File: src/rtl/spi_pkg.sv
// Shared constants and types for the SPI mode-0 slave endpoint.
package spi_pkg;

  localparam int SPI_DATA_W_DEF = 8;
  localparam logic [SPI_DATA_W_DEF-1:0] SPI_IDLE_PATTERN_DEF = 8'hFF;
  localparam int SPI_SYNC_STAGES = 2;

  typedef enum logic {
    ST_IDLE,
    ST_ACTIVE
  } spi_state_e;

endpackage

File: src/rtl/spi_sync_edge.sv
// Two-flop synchroniser for an asynchronous pin with a history flop for edge flags.
module spi_sync_edge
  import spi_pkg::*;
#(
  parameter logic RESET_VAL = 1'b0
) (
  input  logic clk,
  input  logic rst,
  input  logic pin_i,
  output logic sync_o,
  output logic rise_o,
  output logic fall_o
);

  logic [SPI_SYNC_STAGES-1:0] chain_q;
  logic                       hist_q;

  // The reset level matches the pin's idle level so that reset never creates a fake edge.
  always_ff @(posedge clk) begin
    if (rst) begin
      chain_q <= {SPI_SYNC_STAGES{RESET_VAL}};
      hist_q  <= RESET_VAL;
    end else begin
      chain_q <= {chain_q[SPI_SYNC_STAGES-2:0], pin_i};
      hist_q  <= chain_q[SPI_SYNC_STAGES-1];
    end
  end

  assign sync_o = chain_q[SPI_SYNC_STAGES-1];
  assign rise_o = sync_o & ~hist_q;
  assign fall_o = ~sync_o & hist_q;

endmodule

File: src/rtl/spi_slave_if.sv
// SPI mode-0 slave endpoint: synchronised pins, MSB-first shifting, one-entry TX buffer.
module spi_slave_if
  import spi_pkg::*;
#(
  parameter int                DATA_W       = SPI_DATA_W_DEF,
  parameter logic [DATA_W-1:0] IDLE_PATTERN = SPI_IDLE_PATTERN_DEF
) (
  input  logic              clk,
  input  logic              rst,
  input  logic              sclk,
  input  logic              mosi,
  input  logic              cs_n,
  output logic              miso,
  input  logic [DATA_W-1:0] tx_data,
  input  logic              tx_valid,
  output logic              tx_ready,
  output logic [DATA_W-1:0] rx_data,
  output logic              rx_valid,
  output logic              busy,
  output logic              tx_underrun
);

  localparam int CNT_W = (DATA_W > 2) ? $clog2(DATA_W) : 1;

  spi_state_e        state_q, state_d;
  logic              armed_q, armed_d;
  logic [1:0]        settleCnt_q, settleCnt_d;
  logic              bufFull_q, bufFull_d;
  logic [DATA_W-1:0] txBuf_q, txBuf_d;
  logic [DATA_W-1:0] txShift_q, txShift_d;
  logic [DATA_W-1:0] rxShift_q, rxShift_d;
  logic [DATA_W-1:0] rxData_q, rxData_d;
  logic              rxValid_q, rxValid_d;
  logic              underrun_q, underrun_d;
  logic [CNT_W-1:0]  bitCnt_q, bitCnt_d;
  logic [SPI_SYNC_STAGES-1:0] mosiChain_q;

  logic unusedSclkLevel;
  logic sclkRise, sclkFall;
  logic csSync, csRise, csFall;
  logic mosiSync, settled, active;
  logic csStart, csStop, sclkRiseAct, sclkFallAct;
  logic loadWord, wordDone, txWrite;

  spi_sync_edge #(.RESET_VAL(1'b0)) u_sclkSync (
    .clk    (clk),
    .rst    (rst),
    .pin_i  (sclk),
    .sync_o (unusedSclkLevel),
    .rise_o (sclkRise),
    .fall_o (sclkFall)
  );

  spi_sync_edge #(.RESET_VAL(1'b1)) u_csSync (
    .clk    (clk),
    .rst    (rst),
    .pin_i  (cs_n),
    .sync_o (csSync),
    .rise_o (csRise),
    .fall_o (csFall)
  );

  always_ff @(posedge clk) begin
    if (rst) mosiChain_q <= '0;
    else     mosiChain_q <= {mosiChain_q[SPI_SYNC_STAGES-2:0], mosi};
  end

  // Arming waits until the sync chain holds real pin samples, not its reset seed.
  assign mosiSync    = mosiChain_q[SPI_SYNC_STAGES-1];
  assign settled     = (settleCnt_q == 2'(SPI_SYNC_STAGES));
  assign active      = (state_q == ST_ACTIVE);
  assign csStart     = !active && csFall && armed_q;
  assign csStop      = active && csRise;
  assign sclkRiseAct = active && !csRise && sclkRise;
  assign sclkFallAct = active && !csRise && sclkFall;
  assign loadWord    = csStart || (sclkFallAct && (bitCnt_q == '0));
  assign wordDone    = sclkRiseAct && (bitCnt_q == CNT_W'(DATA_W - 1));
  assign txWrite     = tx_valid && !bufFull_q;

  always_ff @(posedge clk) begin
    if (rst) state_q <= ST_IDLE;
    else     state_q <= state_d;
  end

  always_comb begin
    state_d = state_q;
    case (state_q)
      ST_IDLE:   if (csFall && armed_q) state_d = ST_ACTIVE;
      ST_ACTIVE: if (csRise)            state_d = ST_IDLE;
      default:                          state_d = ST_IDLE;
    endcase
  end

  always_comb begin
    busy = (state_q == ST_ACTIVE);
    miso = (state_q == ST_ACTIVE) & txShift_q[DATA_W-1];
  end

  always_comb begin
    armed_d     = armed_q | (settled & csSync);
    settleCnt_d = settled ? settleCnt_q : settleCnt_q + 2'd1;
    bufFull_d   = bufFull_q;
    txBuf_d     = txBuf_q;
    txShift_d   = txShift_q;
    rxShift_d   = rxShift_q;
    rxData_d    = rxData_q;
    bitCnt_d    = bitCnt_q;
    rxValid_d   = 1'b0;
    underrun_d  = 1'b0;

    // A load uses the pre-write buffer state, so a same-cycle write lands for the next word.
    if (loadWord) begin
      txShift_d  = bufFull_q ? txBuf_q : IDLE_PATTERN;
      underrun_d = !bufFull_q;
      bufFull_d  = 1'b0;
    end else if (sclkFallAct) begin
      txShift_d = {txShift_q[DATA_W-2:0], 1'b0};
    end

    if (txWrite) begin
      bufFull_d = 1'b1;
      txBuf_d   = tx_data;
    end

    if (csStart || csStop) begin
      bitCnt_d  = '0;
      rxShift_d = '0;
    end

    if (sclkRiseAct) begin
      rxShift_d = {rxShift_q[DATA_W-2:0], mosiSync};
      if (wordDone) begin
        rxData_d  = {rxShift_q[DATA_W-2:0], mosiSync};
        rxValid_d = 1'b1;
        bitCnt_d  = '0;
      end else begin
        bitCnt_d = bitCnt_q + CNT_W'(1);
      end
    end
  end

  always_ff @(posedge clk) begin
    if (rst) begin
      armed_q     <= 1'b0;
      settleCnt_q <= '0;
      bufFull_q   <= 1'b0;
      txBuf_q     <= '0;
      txShift_q   <= '0;
      rxShift_q   <= '0;
      rxData_q    <= '0;
      rxValid_q   <= 1'b0;
      underrun_q  <= 1'b0;
      bitCnt_q    <= '0;
    end else begin
      armed_q     <= armed_d;
      settleCnt_q <= settleCnt_d;
      bufFull_q   <= bufFull_d;
      txBuf_q     <= txBuf_d;
      txShift_q   <= txShift_d;
      rxShift_q   <= rxShift_d;
      rxData_q    <= rxData_d;
      rxValid_q   <= rxValid_d;
      underrun_q  <= underrun_d;
      bitCnt_q    <= bitCnt_d;
    end
  end

  assign tx_ready    = !bufFull_q;
  assign rx_data     = rxData_q;
  assign rx_valid    = rxValid_q;
  assign tx_underrun = underrun_q;

endmodule

File: config.mk
export PLATFORM = sky130hd
export DESIGN_NAME = spi_slave_if
export DESIGN_NICKNAME = d
export VERILOG_FILES = /design/src/rtl/spi_pkg.sv /design/src/rtl/spi_sync_edge.sv /design/src/rtl/spi_slave_if.sv
export SDC_FILE = /design/constraint.sdc
export NUM_CORES = 1
export LEC_CHECK = 0
export ABC_AREA = 1
export CORE_UTILIZATION = 48
export DETAILED_ROUTE_END_ITERATION = 6
export PLACE_DENSITY = 0.7
export SLEW_MARGIN = 40
export SYNTH_ARGS = -nofsm -noshare
export SYNTH_HDL_FRONTEND = slang
export SYNTH_SLANG_ARGS = --single-unit
File: constraint.sdc
create_clock -name clk -period 1.3 [get_ports clk]
set_clock_uncertainty 0.05 [all_clocks]
set_input_delay 0.26 -clock clk [delete_from_list [all_inputs] [get_ports clk]]
set_output_delay 0.26 -clock clk [all_outputs]
set_load 0.01 [all_outputs]
Yosys cells after proc, flatten, opt, wreduce, memory -nomap -nowiden --
Index checks and enable logic that the tools add are counted. W data, S select, Z words.
Cells by class: $add $sub $neg 2, eq/ne operators 2, mux-type cells 14, bitwise operators 14, reductions and logical operators 22
Operators with widths (count):
- $mux W8 | 3
- $mux W7 | 2
- $logic_and A1 B1 Y1 | 10
- $mux W3 | 3
- $not A1 Y1 | 7
- $and A1 B1 Y1 | 6
- $reduce_bool A2 Y1 | 3
- $mux W1 | 5
- $reduce_or A2 Y1 | 2
- $add A3 B1 Y3 const B | 1
- $eq A3 B3 Y1 const B | 1
- $logic_not A1 Y1 | 3
- $logic_not A3 Y1 | 1
- $add A2 B1 Y2 const B | 1
- $eq A2 B2 Y1 const B | 1
- $logic_or A1 B1 Y1 | 2
- $pmux W1 S2 | 1
- $reduce_and A2 Y1 | 1
- $or A1 B1 Y1 | 1
Word-level totals: register bits 49, input bits 14, output and inout bits 13, logic and storage cells 70

Depth between registers and ports, before layout --
Gate-level depths: netlist of the first run.
word-level depth 9, mapped depth 10, mapped depth without buffers 10

By module --
Synthesis of the first run repeated with hierarchy kept, for this count alone.
Unflattened totals: cells, all modules 254, area, all modules 1936.9 µm²
Modules (own cells, without submodules):
- spi_slave_if | instances 1, cells each 229, area each 1745.4 µm², seq. area each 860.8 µm²
- spi_sync_edge at u_csSync | instances 1, cells each 13, area each 97.6 µm², seq. area each 60.1 µm²
- spi_sync_edge at u_sclkSync | instances 1, cells each 12, area each 93.8 µm², seq. area each 60.1 µm²

Worst setup path before layout of the first run --
No wires, ideal clock.
path kind flip-flop to flip-flop, start point reg state_q (netlist: busy), end point reg txShift_q[7], library setup time 109 ps, arrival 1121 ps, required time 1141 ps, setup slack 20 ps, cell stages (with the launch flop) 9, path buffers 1, clock period less this slack 1280 ps, cells stage by stage dfxtp_1 inv_2 a21oi_4 nand2_1 nand2_2 buf_6 nand3_1 nand2_1 inv_1
On the way: longest elaborated chain between the ends 5, elaborated cells between the ends (all ways) 9, those cells by class mux (1); reduce/logical (8)
RTL lines:
- start: declaration | RTL line spi_slave_if.sv:25 | spi_state_e state_q, state_d;
- start signal: assignment | RTL line spi_slave_if.sv:82 | else state_q <= state_d;
- $logic_not A1 Y1 / $logic_and A1 B1 Y1 (equally long branches) | RTL line spi_slave_if.sv:72, spi_slave_if.sv:75
- $logic_and A1 B1 Y1, on equally long branches | RTL line spi_slave_if.sv:72, spi_slave_if.sv:75
- $logic_and A1 B1 Y1, on equally long branches | RTL line spi_slave_if.sv:72, spi_slave_if.sv:76
- $logic_or A1 B1 Y1 | RTL line spi_slave_if.sv:76 | assign loadWord = csStart || (sclkFallAct && (bitCnt_q == '0));
- $mux W8 / $reduce_bool A2 Y1 (equally long branches)
- end signal: assignment | RTL line spi_slave_if.sv:159 | txShift_q <= txShift_d;
- end: declaration | RTL line spi_slave_if.sv:30 | logic [DATA_W-1:0] txShift_q, txShift_d;
Several ways; a longest one is shown, not always the timed one. A chain may end at the register's enable or synchronous reset.

Worst setup path in the final report of the first run --
start point reg state_q (netlist: busy), end point out busy
RTL lines:
- end: declaration | RTL line spi_slave_if.sv:19 | output logic busy,
No word-level cell between the ends.

==> out/metrics.yaml, run 1 <==
gr-total-overflow: 0
placedCellCount: 343
die_h_um: 66.42
cts_tree: "done"
yosysWarnings: 0
insertion_delay_ns: 0.30
portBuffers: 26
hold_ws_ns: 0.3523
fillers: 346
power_uw: 3202
area_delta_synth_final_pct: 32.47
syn_nets: 275
postSynthAreaPerCell_um2: 7.751
timing.fmax_mhz: 775.9
hold_viol_final: 0
crit_path_start_kind: "register"
place_congestion: 0.7719
drt_iter0_drc: 111
synth_ff_type: "dfxtp_1"
dieArea_um2: 4412
clk_path_buf_depth: 2
grt_pass1_wl_um: 6720
dpl_cell_area_um2: 2404
cpPeakStageDelay_ns: 0.38
syn_area_um2: 1992
cp_max_fo: 4
syn_inst: 257
cp_num_buf_inv: 1
power_density_nw_per_um2: 1213
rsz0062_at_grt: "yes"
seq_area_frac_synth: 0.4925
die_x_um: 66.42
status: "completed"
fin_nets: 320
wl_um: 3862
path_class: "register to primary output"
max_slew_margin: 0.8278
grt_usage: 0.2025
synth-edff-count: 0
antenna_left: 0
max-cap-violations: 0
synth_cell_types: 29
htreeDepth: 2
hp-class: "register to register"
antenna_found_initial: 0
ys_ff_latch: 49
clock_sinks: 49
hpwl_um: 2604
grt_start_max_net_pins: 16
clkSlewWorstSetupHoldPaths_ns: 0.08
vdd_drop_max_v: 0.0008868
start_util: 0.4980
clock_tree.root_cell: "clkbuf_8"
via_per_inst: 4.816
grt_pass1_vias: 1573
required_ns: 0.99
path_delay_family: "flip-flops"
synthArstFlopShare: 0
cts-buffers-inserted: 5
num_vias: 1700
fp.coreArea_um2: 4000
stdcell_count: 353
remaining_drc_errors: 0
drive_above_1_share: 0.2376
worst_pin_slew_ns: 0.2566
first_pass_iters: 4
setup_violations: 0
min_period_ns: 1.289
p_leak_uw: 0.001202
io-pin-count: 27
end_kind: "primary output"
routedWlPerCell_um: 10.94
num_rows: 23
finalInstanceArea_um2: 2639
period_share: 0.9915
critPathArrivalTime_ns: 0.98
crit_slowest_cell: "dfxtp_4"
holdBufCountCts: 0
antenna_cells: 0
drv_slew: 0
post-route-util: 0.6597
path_cells: "dlygate4sd2_1"
==> power breakdown <==
group / internal (uW) / switching [uW]
clock: 764 / 499
sequential: 1580 / 41.4
combinational: 153 / 168
==> cells in the final DEF, fill, tap and decap left out, drive strengths merged <==
master         synthesis  layout
a21oi                 23      23
buf                    6      21
bufinv                 0       2
clkbuf                 3       5
clkdlybuf4s50          0      13
clkinv                 2       2
dfxtp                 49      49
dlygate4sd2            0      12
ha                     4       4
inv                   39      40
nand2                 65      65
nand3                 25      26
nand4                  1       1
nor2                  17      17
nor3                   1       1
o21ai                 19      19
o22ai                  1       1
or2                    2       2
==> stage by stage <==
step	setup WS (ns)	setup TNS (ns)
after floorplan	0.02034	0
after global placement	-0.1032	-1.847
after detailed placement	-0.1316	-2.156
after CTS	0.0003911	0
after global routing	-0.08421	-1.522
final	0.01111	0
==> state kept, by name, indices dropped and copies added, names as in the netlist <==
signal / count
rx_data: 8
rx_valid: 1
mosiChain_q: 2
u_sclkSync.chain_q: 2
txShift_q: 8
u_csSync.chain_q: 2
busy: 1
bitCnt_q: 3
settleCnt_q: 2
txBuf_q: 8
bufFull_q: 1
tx_underrun: 1
armed_q: 1
u_csSync.hist_q: 1
rxShift_q: 7
u_sclkSync.hist_q: 1
==> path summary, 6_finish.rpt <==
kind	start	endpoint	slack (ns)	cells past startpoint
worst max-delay path	busy$_SDFF_PP0_	busy	0.01	1
worst min-delay path	u_sclkSync.chain_q[0]$_SDFF_PP0_	u_sclkSync.chain_q[1]$_SDFF_PP0_	0.35	2
worst max register to register	busy$_SDFF_PP0_	bitCnt_q[0]$_SDFFE_PP0P_	0.02	6
worst min register to register	u_sclkSync.chain_q[0]$_SDFF_PP0_	u_sclkSync.chain_q[1]$_SDFF_PP0_	0.35	2
==> cell families (layout without fill, tap and decap cells) <==
group / after synthesis / in the layout / synth area share
flip-flops: 49 / 49 / 0.4925
AO/OA/AOI/OAI: 43 / 43 / 0.1181
AND/OR/NAND/NOR: 111 / 112 / 0.2594
buffers and inverters: 50 / 95 / 0.1049
adder cells (fa/ha/maj): 4 / 4 / 0.02513
==> metal layers <==
metal	track usage	routed length [um]
met1	0.2428	1850
met2	0.3418	1799
met3	0.04828	127
met4	0.08777	85
met5	0	0
==> synth_stat cells (2+ instances only) <==
cell type / number / area share
o21ai_2: 2 / 0.0088
ha_1: 4 / 0.025
or2_2: 2 / 0.0063
dfxtp_1: 49 / 0.49
inv_1: 37 / 0.070
a21oi_1: 22 / 0.055
inv_2: 2 / 0.0038
nor2_1: 14 / 0.026
nor2_2: 2 / 0.0063
buf_4: 3 / 0.011
nand2_2: 2 / 0.0063
nand3_1: 23 / 0.058
nand2_1: 62 / 0.12
o21ai_0: 16 / 0.040
clkbuf_1: 3 / 0.0057
==> final cells by class <==
type | count | area, um2 | area share
clock buffers | 5 | 68.82 | 0.02608
clock inverters | 3 | 65.06 | 0.02466
inverters | 41 | 156.4 | 0.05927
multi-input cells | 159 | 893.4 | 0.3385
flip-flops and latches | 49 | 994.7 | 0.3770
well taps | 50 | 62.56 | 0.02371
repair buffers | 46 | 397.9 | 0.1508
==> what timing repair did <==
action	CTS	global route
gates cloned	1	0
pin swaps	3	3
buffers inserted	0	1
setup endpoints to repair	40	33
resized for setup	29	26
(Power assumes the default switching activity.)
==> run 2, diff against run 1 <==
--- a/config.mk
+++ b/config.mk
@@ -6,8 +6,10 @@
 export NUM_CORES = 1
 export LEC_CHECK = 0
 export ABC_AREA = 1
+export CORE_ASPECT_RATIO = 2
 export CORE_UTILIZATION = 48
 export DETAILED_ROUTE_END_ITERATION = 6
+export MAX_ROUTING_LAYER = met4
 export PLACE_DENSITY = 0.7
 export SLEW_MARGIN = 40
 export SYNTH_ARGS = -nofsm -noshare
==> run 2 against run 1 <==
Net effect:
- the flow now finishes with violations (negative setup slack)
- first-iteration DRC count decreased by 70%
- combinational power increased by 23%
- power decreased by 9.5%
==> out/metrics.yaml, run 2 (synthesis results as in run 1) <==
status: "finished with violations"
vdd_drop_max_v: 0.001081  # +22%
portBuffers: 26  # unchanged
power_density_nw_per_um2: 1009  # -17%
hold_ws_ns: 0.3587  # +0.006437 ns
p_int_uw: 2145  # -14%
drt_iter0_drc: 33  # -70%
final_common_cell: "nand2_1"
cp_num_buf_inv: 4  # +3
remaining_drc_errors: 0  # unchanged
grt_start_max_net_pins: 22  # +6
start_util: 0.5077  # +0.009686
place_congestion: 0.7732  # +0.17%
violations: "negative setup slack"
clk_path_buf_depth: 2  # unchanged
path_delay_family: "simple AND/OR/NAND/NOR gates"
required_ns: 1.50  # +0.51 ns
path_class: "register to register"
die_x_um: 47.55  # -28%
grt_pass1_wl_um: 8004  # +19%
dpl_cell_area_um2: 2422  # +0.78%
dieArea_um2: 4427  # +0.35%
cts-buffers-inserted: 5  # unchanged
gr-total-overflow: 0  # unchanged
clkPwrFrac: 0.302  # -0.092
period_share: 1.110  # +0.1190
mostFrequentLayoutCells: "49 x nand2_1, 44 x dfxtp_1, 32 x inv_1"
critPathArrivalTime_ns: 1.65  # +0.67 ns
fin_nets: 331  # +3.4%
crit_slowest_cell: "dfxtp_2"
max-cap-violations: 0  # unchanged
hold_viol_final: 0  # unchanged
grt_usage: 0.2588  # +0.05626
post-route-util: 0.7315  # +0.07182
cpMostUsedCell: "buf_6"
fp.coreArea_um2: 3924  # -1.9%
num_rows: 32  # +39%
antenna_cells: 0  # unchanged
cts_tree: "done"
rsz0062_at_grt: "yes"
io-pin-count: 27  # unchanged
drive_above_1_share: 0.3185  # +0.08085
hp-class: "register to register"
end_kind: "register"
drv_slew: 0  # unchanged
placedCellCount: 343  # unchanged
wl_um: 5075  # +31%
clock_sinks: 49  # unchanged
hpwl_um: 3012  # +16%
stdcell_count: 365  # +3.4%
insertion_delay_ns: 0.30  # about the same
tns_ns: -2.024  # -2.024 ns
cpPeakStageDelay_ns: 0.35  # -0.03 ns
via_per_inst: 5.052  # +4.9%
setup_ws_ns: -0.1436  # -0.1547 ns
area_delta_synth_final_pct: 44.10
antenna_found_initial: 0  # unchanged
fillers: 309  # -11%
finalInstanceArea_um2: 2870  # +8.8%
clkSlewWorstSetupHoldPaths_ns: 0.09  # about the same
multiInputGateArea_um2: 1001  # +12%
power_frac_comb: 0.137  # +0.037
p_leak_uw: 0.001283  # +6.7%
p_sw_uw: 751.7  # +6.1%
clock_tree.root_cell: "clkbuf_8"
path_cells: "buf_6, inv_8, a21oi_4, buf_6, nand3_4, nand2_8, nand2_2, nand3_2, nand2_1, inv_1"
grt_pass1_vias: 1854  # +18%
cp_max_fo: 8  # +4
num_vias: 1844  # +8.5%
worst_pin_slew_ns: 0.2286  # -0.02795 ns
min_period_ns: 1.444  # +0.1547 ns
antenna_left: 0  # unchanged
swShare: 0.2595  # +0.03816
holdBufCountCts: 0  # unchanged
routedWlPerCell_um: 13.90  # +27%
htreeDepth: 2  # unchanged
setup_violations: 28  # +28
first_pass_iters: 4  # unchanged
crit_path_start_kind: "register"
seq_power_share: 0.561  # +0.056
max_slew_margin: 0.8472  # +0.01942
timing.fmax_mhz: 692.7  # -11%
regArea_um2: 987.2  # -0.75%
die_h_um: 93.10  # +40%
run 2: worst min-delay path, delay by kind of cell, from the launching register on:
family	cells	cell delay [ns]
buf+inv	1	0.04
simple gates	1	0.03
flops	1	0.30
run 2: power by group through the flow:
stage          combinational, uW  clock [uW]  sequential (uW)
6_report                     397         876             1620
5_1_grt                      440         949             1640
4_1_cts                      378         902             1620
3_5_place_dp                 324           0             1650
3_3_place_gp                 314           0             1650
2_1_floorplan                199           0             1640
run 2: per-stage QoR:
step	total power [uW]	setup WS, ns
5_1_grt	3024	-0.2106
3_3_place_gp	1965	-0.1032
2_1_floorplan	1842	0.02034
3_5_place_dp	1975	-0.1116
4_1_cts	2903	-0.07174
6_report	2897	-0.1436
run 2: area by class of cell:
type,instances,area share
repair buffers,56,0.1966
inverters,41,0.05798
clock buffers,6,0.02528
well taps,51,0.02223
flip-flops and latches,49,0.3439
multi-input cells,160,0.3487
clock inverters,2,0.005231
run 2: final timing paths:
path,start,to,slack [ns],cells after the start
hold reg to reg,u_sclkSync.chain_q[0]$_SDFF_PP0_,u_sclkSync.chain_q[1]$_SDFF_PP0_,0.36,2
setup / recovery,busy$_SDFF_PP0_,txShift_q[4]$_SDFFE_PP0P_,-0.14,10
hold / removal,u_sclkSync.chain_q[0]$_SDFF_PP0_,u_sclkSync.chain_q[1]$_SDFF_PP0_,0.36,2
setup reg to reg,busy$_SDFF_PP0_,txShift_q[4]$_SDFFE_PP0P_,-0.14,10
run 2: layer usage:
| metal | global-route usage | wire [um] |
|---|---|---|
| met2 | 0.4863 | 2912 |
| met3 | 0.03282 | 135 |
| met5 | - | 0 |
| met4 | 0.1111 | 159 |
| met1 | 0.2362 | 1867 |
run 2: what timing repair did:
item | in CTS | in global routing
endpoints found under the setup margin | 40 | 32
buffers inserted | 9 | 2
gates cloned | 3 | 0
resized for setup | 74 | 12
pin swaps | 19 | 4
==> run 3, diff against run 2 <==
--- a/config.mk
+++ b/config.mk
@@ -7,10 +7,10 @@
 export LEC_CHECK = 0
 export ABC_AREA = 1
 export CORE_ASPECT_RATIO = 2
-export CORE_UTILIZATION = 48
+export CORE_UTILIZATION = 55
 export DETAILED_ROUTE_END_ITERATION = 6
 export MAX_ROUTING_LAYER = met4
-export PLACE_DENSITY = 0.7
+export PLACE_DENSITY = 0.76
 export SLEW_MARGIN = 40
 export SYNTH_ARGS = -nofsm -noshare
 export SYNTH_HDL_FRONTEND = slang
==> constraint.sdc (replaced) <==
create_clock -name clk -period 1.8 [get_ports clk]
set_clock_uncertainty 0.05 [all_clocks]
set_input_delay 0.36 -clock clk [delete_from_list [all_inputs] [get_ports clk]]
set_output_delay 0.36 -clock clk [all_outputs]
set_load 0.01 [all_outputs]
==> run 3 against run 2 <==
Net effect:
- flip-flop and latch count stayed put
- cell count is 8.2% lower
- the run now ends clean
- count of clock-buffer cells in the layout unchanged
- highest routed layer unchanged
- power decreased by 30%
- hold slack got worse by 0.0043 ns
- global-route usage decreased by 2.7 points
- clock power shrank 27%
==> out/metrics.yaml, run 3 (synthesis results as in run 1) <==
status: "completed"
mostFrequentLayoutCells: "62 x nand2_1, 48 x dfxtp_1, 37 x inv_1"
cp_max_fo: 4  # -4
holdBufCountCts: 0  # unchanged
cp_num_buf_inv: 2  # -2
tns_ns: 0  # +2.024 ns
num_rows: 30  # -6.3%
post-route-util: 0.7018  # -0.02967
die_h_um: 87.11  # -6.4%
required_ns: 1.39  # -0.11 ns
end_kind: "primary output"
power_density_nw_per_um2: 841.4  # -17%
final_common_cell: "nand2_1"
cpPeakStageDelay_ns: 0.52  # +0.17 ns
cts-buffers-inserted: 5  # unchanged
fin_nets: 304  # -8.2%
routedWlPerCell_um: 11.21  # -19%
setup_violations: 0  # -100%
rsz0062_at_grt: "no"
clkPwrFrac: 0.317  # +0.015
max_slew_margin: 0.6917  # -0.1555
first_pass_iters: 4  # unchanged
clk_path_buf_depth: 2  # unchanged
antenna_left: 0  # unchanged
drv_slew: 0  # unchanged
timing.fmax_mhz: 582.4
io-pin-count: 27  # unchanged
path_delay_family: "buffers and inverters"
min_period_ns: 1.717
hold_viol_final: 0  # unchanged
insertion_delay_ns: 0.30  # about the same
place_congestion: 0.7958  # +2.9%
wl_um: 3755  # -26%
stdcell_count: 335  # -8.2%
hp-class: "register to register"
max-cap-violations: 0  # unchanged
area_delta_synth_final_pct: 20.35
hpwl_um: 2702  # -10%
placedCellCount: 327  # -4.7%
path_class: "register to primary output"
clock_sinks: 49  # unchanged
p_int_uw: 1508  # -30%
grt_pass1_wl_um: 6492  # -19%
crit_path_start_kind: "register"
p_sw_uw: 509.4  # -32%
antenna_cells: 0  # unchanged
cts_tree: "done"
critPathArrivalTime_ns: 1.31  # -0.34 ns
drive_above_1_share: 0.1080  # -0.2105
vdd_drop_max_v: 0.0005908  # -45%
drt_iter0_drc: 48  # +45%
path_cells: "nand2_1, inv_1, clkdlybuf4s50_1"
grt_usage: 0.2317  # -0.02708
crit_slowest_cell: "clkdlybuf4s50_1"
cts_resized: 0  # -100%
portBuffers: 26  # unchanged
die_x_um: 44.56  # -6.3%
period_share: 0.9539
power_frac_comb: 0.104  # -0.033
num_vias: 1620  # -12%
fp.coreArea_um2: 3416  # -13%
cts_setup_buffers: 0  # -9
gr-total-overflow: 0  # unchanged
p_leak_uw: 0.001046  # -18%
start_util: 0.5832  # +0.07550
swShare: 0.2526  # -0.006930
clkSlewWorstSetupHoldPaths_ns: 0.09  # about the same
clock_tree.root_cell: "clkbuf_8"
dieArea_um2: 3881  # -12%
via_per_inst: 4.836  # -4.3%
antenna_found_initial: 0  # unchanged
htreeDepth: 2  # unchanged
worst_pin_slew_ns: 0.4609  # +0.2323 ns
seq_power_share: 0.579  # +0.018
grt_start_max_net_pins: 21  # -4.5%
grt_pass1_vias: 1535  # -17%
remaining_drc_errors: 0  # unchanged
run 3: through the flow:
| stage | worst slack (ns) | power (uW) | hold slack [ns] | area [um2] |
|---|---|---|---|---|
| after floorplan | 0.5203 | 1330 | 0.3383 | 1992 |
| after CTS | 0.005995 | 2029 | 0.3579 | 2396 |
| after detailed placement | 0.2031 | 1405 | 0.3450 | 2308 |
| after global placement | 0.2226 | 1399 | 0.3413 | 2308 |
| after global routing | 0.03438 | 2120 | 0.3905 | 2397 |
| final | 0.08299 | 2017 | 0.3544 | 2397 |
run 3: metal layers:
metal	share of wire	up-vias	global-route usage
li1	-	858	-
met1	0.41	726	0.2385
met2	0.53	25	0.3930
met3	0.025	11	0.04979
met4	0.039	0	0.1267
met5	0	-	-
run 3: power by group through the flow:
stage | sequential, uW | combinational (uW) | clock [uW]
CTS | 1170 | 212 | 649
global route | 1180 | 247 | 698
global placement | 1190 | 207 | 0
detailed placement | 1190 | 211 | 0
finish | 1170 | 210 | 639
floorplan | 1190 | 144 | 0
run 3: worst reg2reg max path, stage by stage, from the launching register on:
cell and delay, ns:
dfxtp_1 0.35, inv_1 0.08, nand2_1 0.11, nand2_2 0.09, nor3_4 0.37, nor2_4 0.15
nor2_1 0.11, nor2_1 0.05
run 3: cell type report:
| cell class | count | area, um2 |
|---|---|---|
| fillers | 307 | 1018 |
| flip-flops and latches | 49 | 982.2 |
| multi-input cells | 158 | 802.0 |
| repair buffers | 31 | 310.3 |
| inverters | 41 | 155.1 |
| clock buffers | 6 | 72.57 |
| well taps | 48 | 60.06 |
| clock inverters | 2 | 15.01 |
run 3: worst paths after layout:
check	cells after the start	slack [ns]	from	endpoint
setup / recovery	3	0.08	busy$_SDFF_PP0_	miso
setup reg to reg	7	0.34	u_csSync.hist_q$_SDFF_PP1_	bitCnt_q[0]$_SDFFE_PP0P_
hold / removal	2	0.35	u_sclkSync.chain_q[0]$_SDFF_PP0_	u_sclkSync.chain_q[1]$_SDFF_PP0_
hold reg to reg	2	0.35	u_sclkSync.chain_q[0]$_SDFF_PP0_	u_sclkSync.chain_q[1]$_SDFF_PP0_
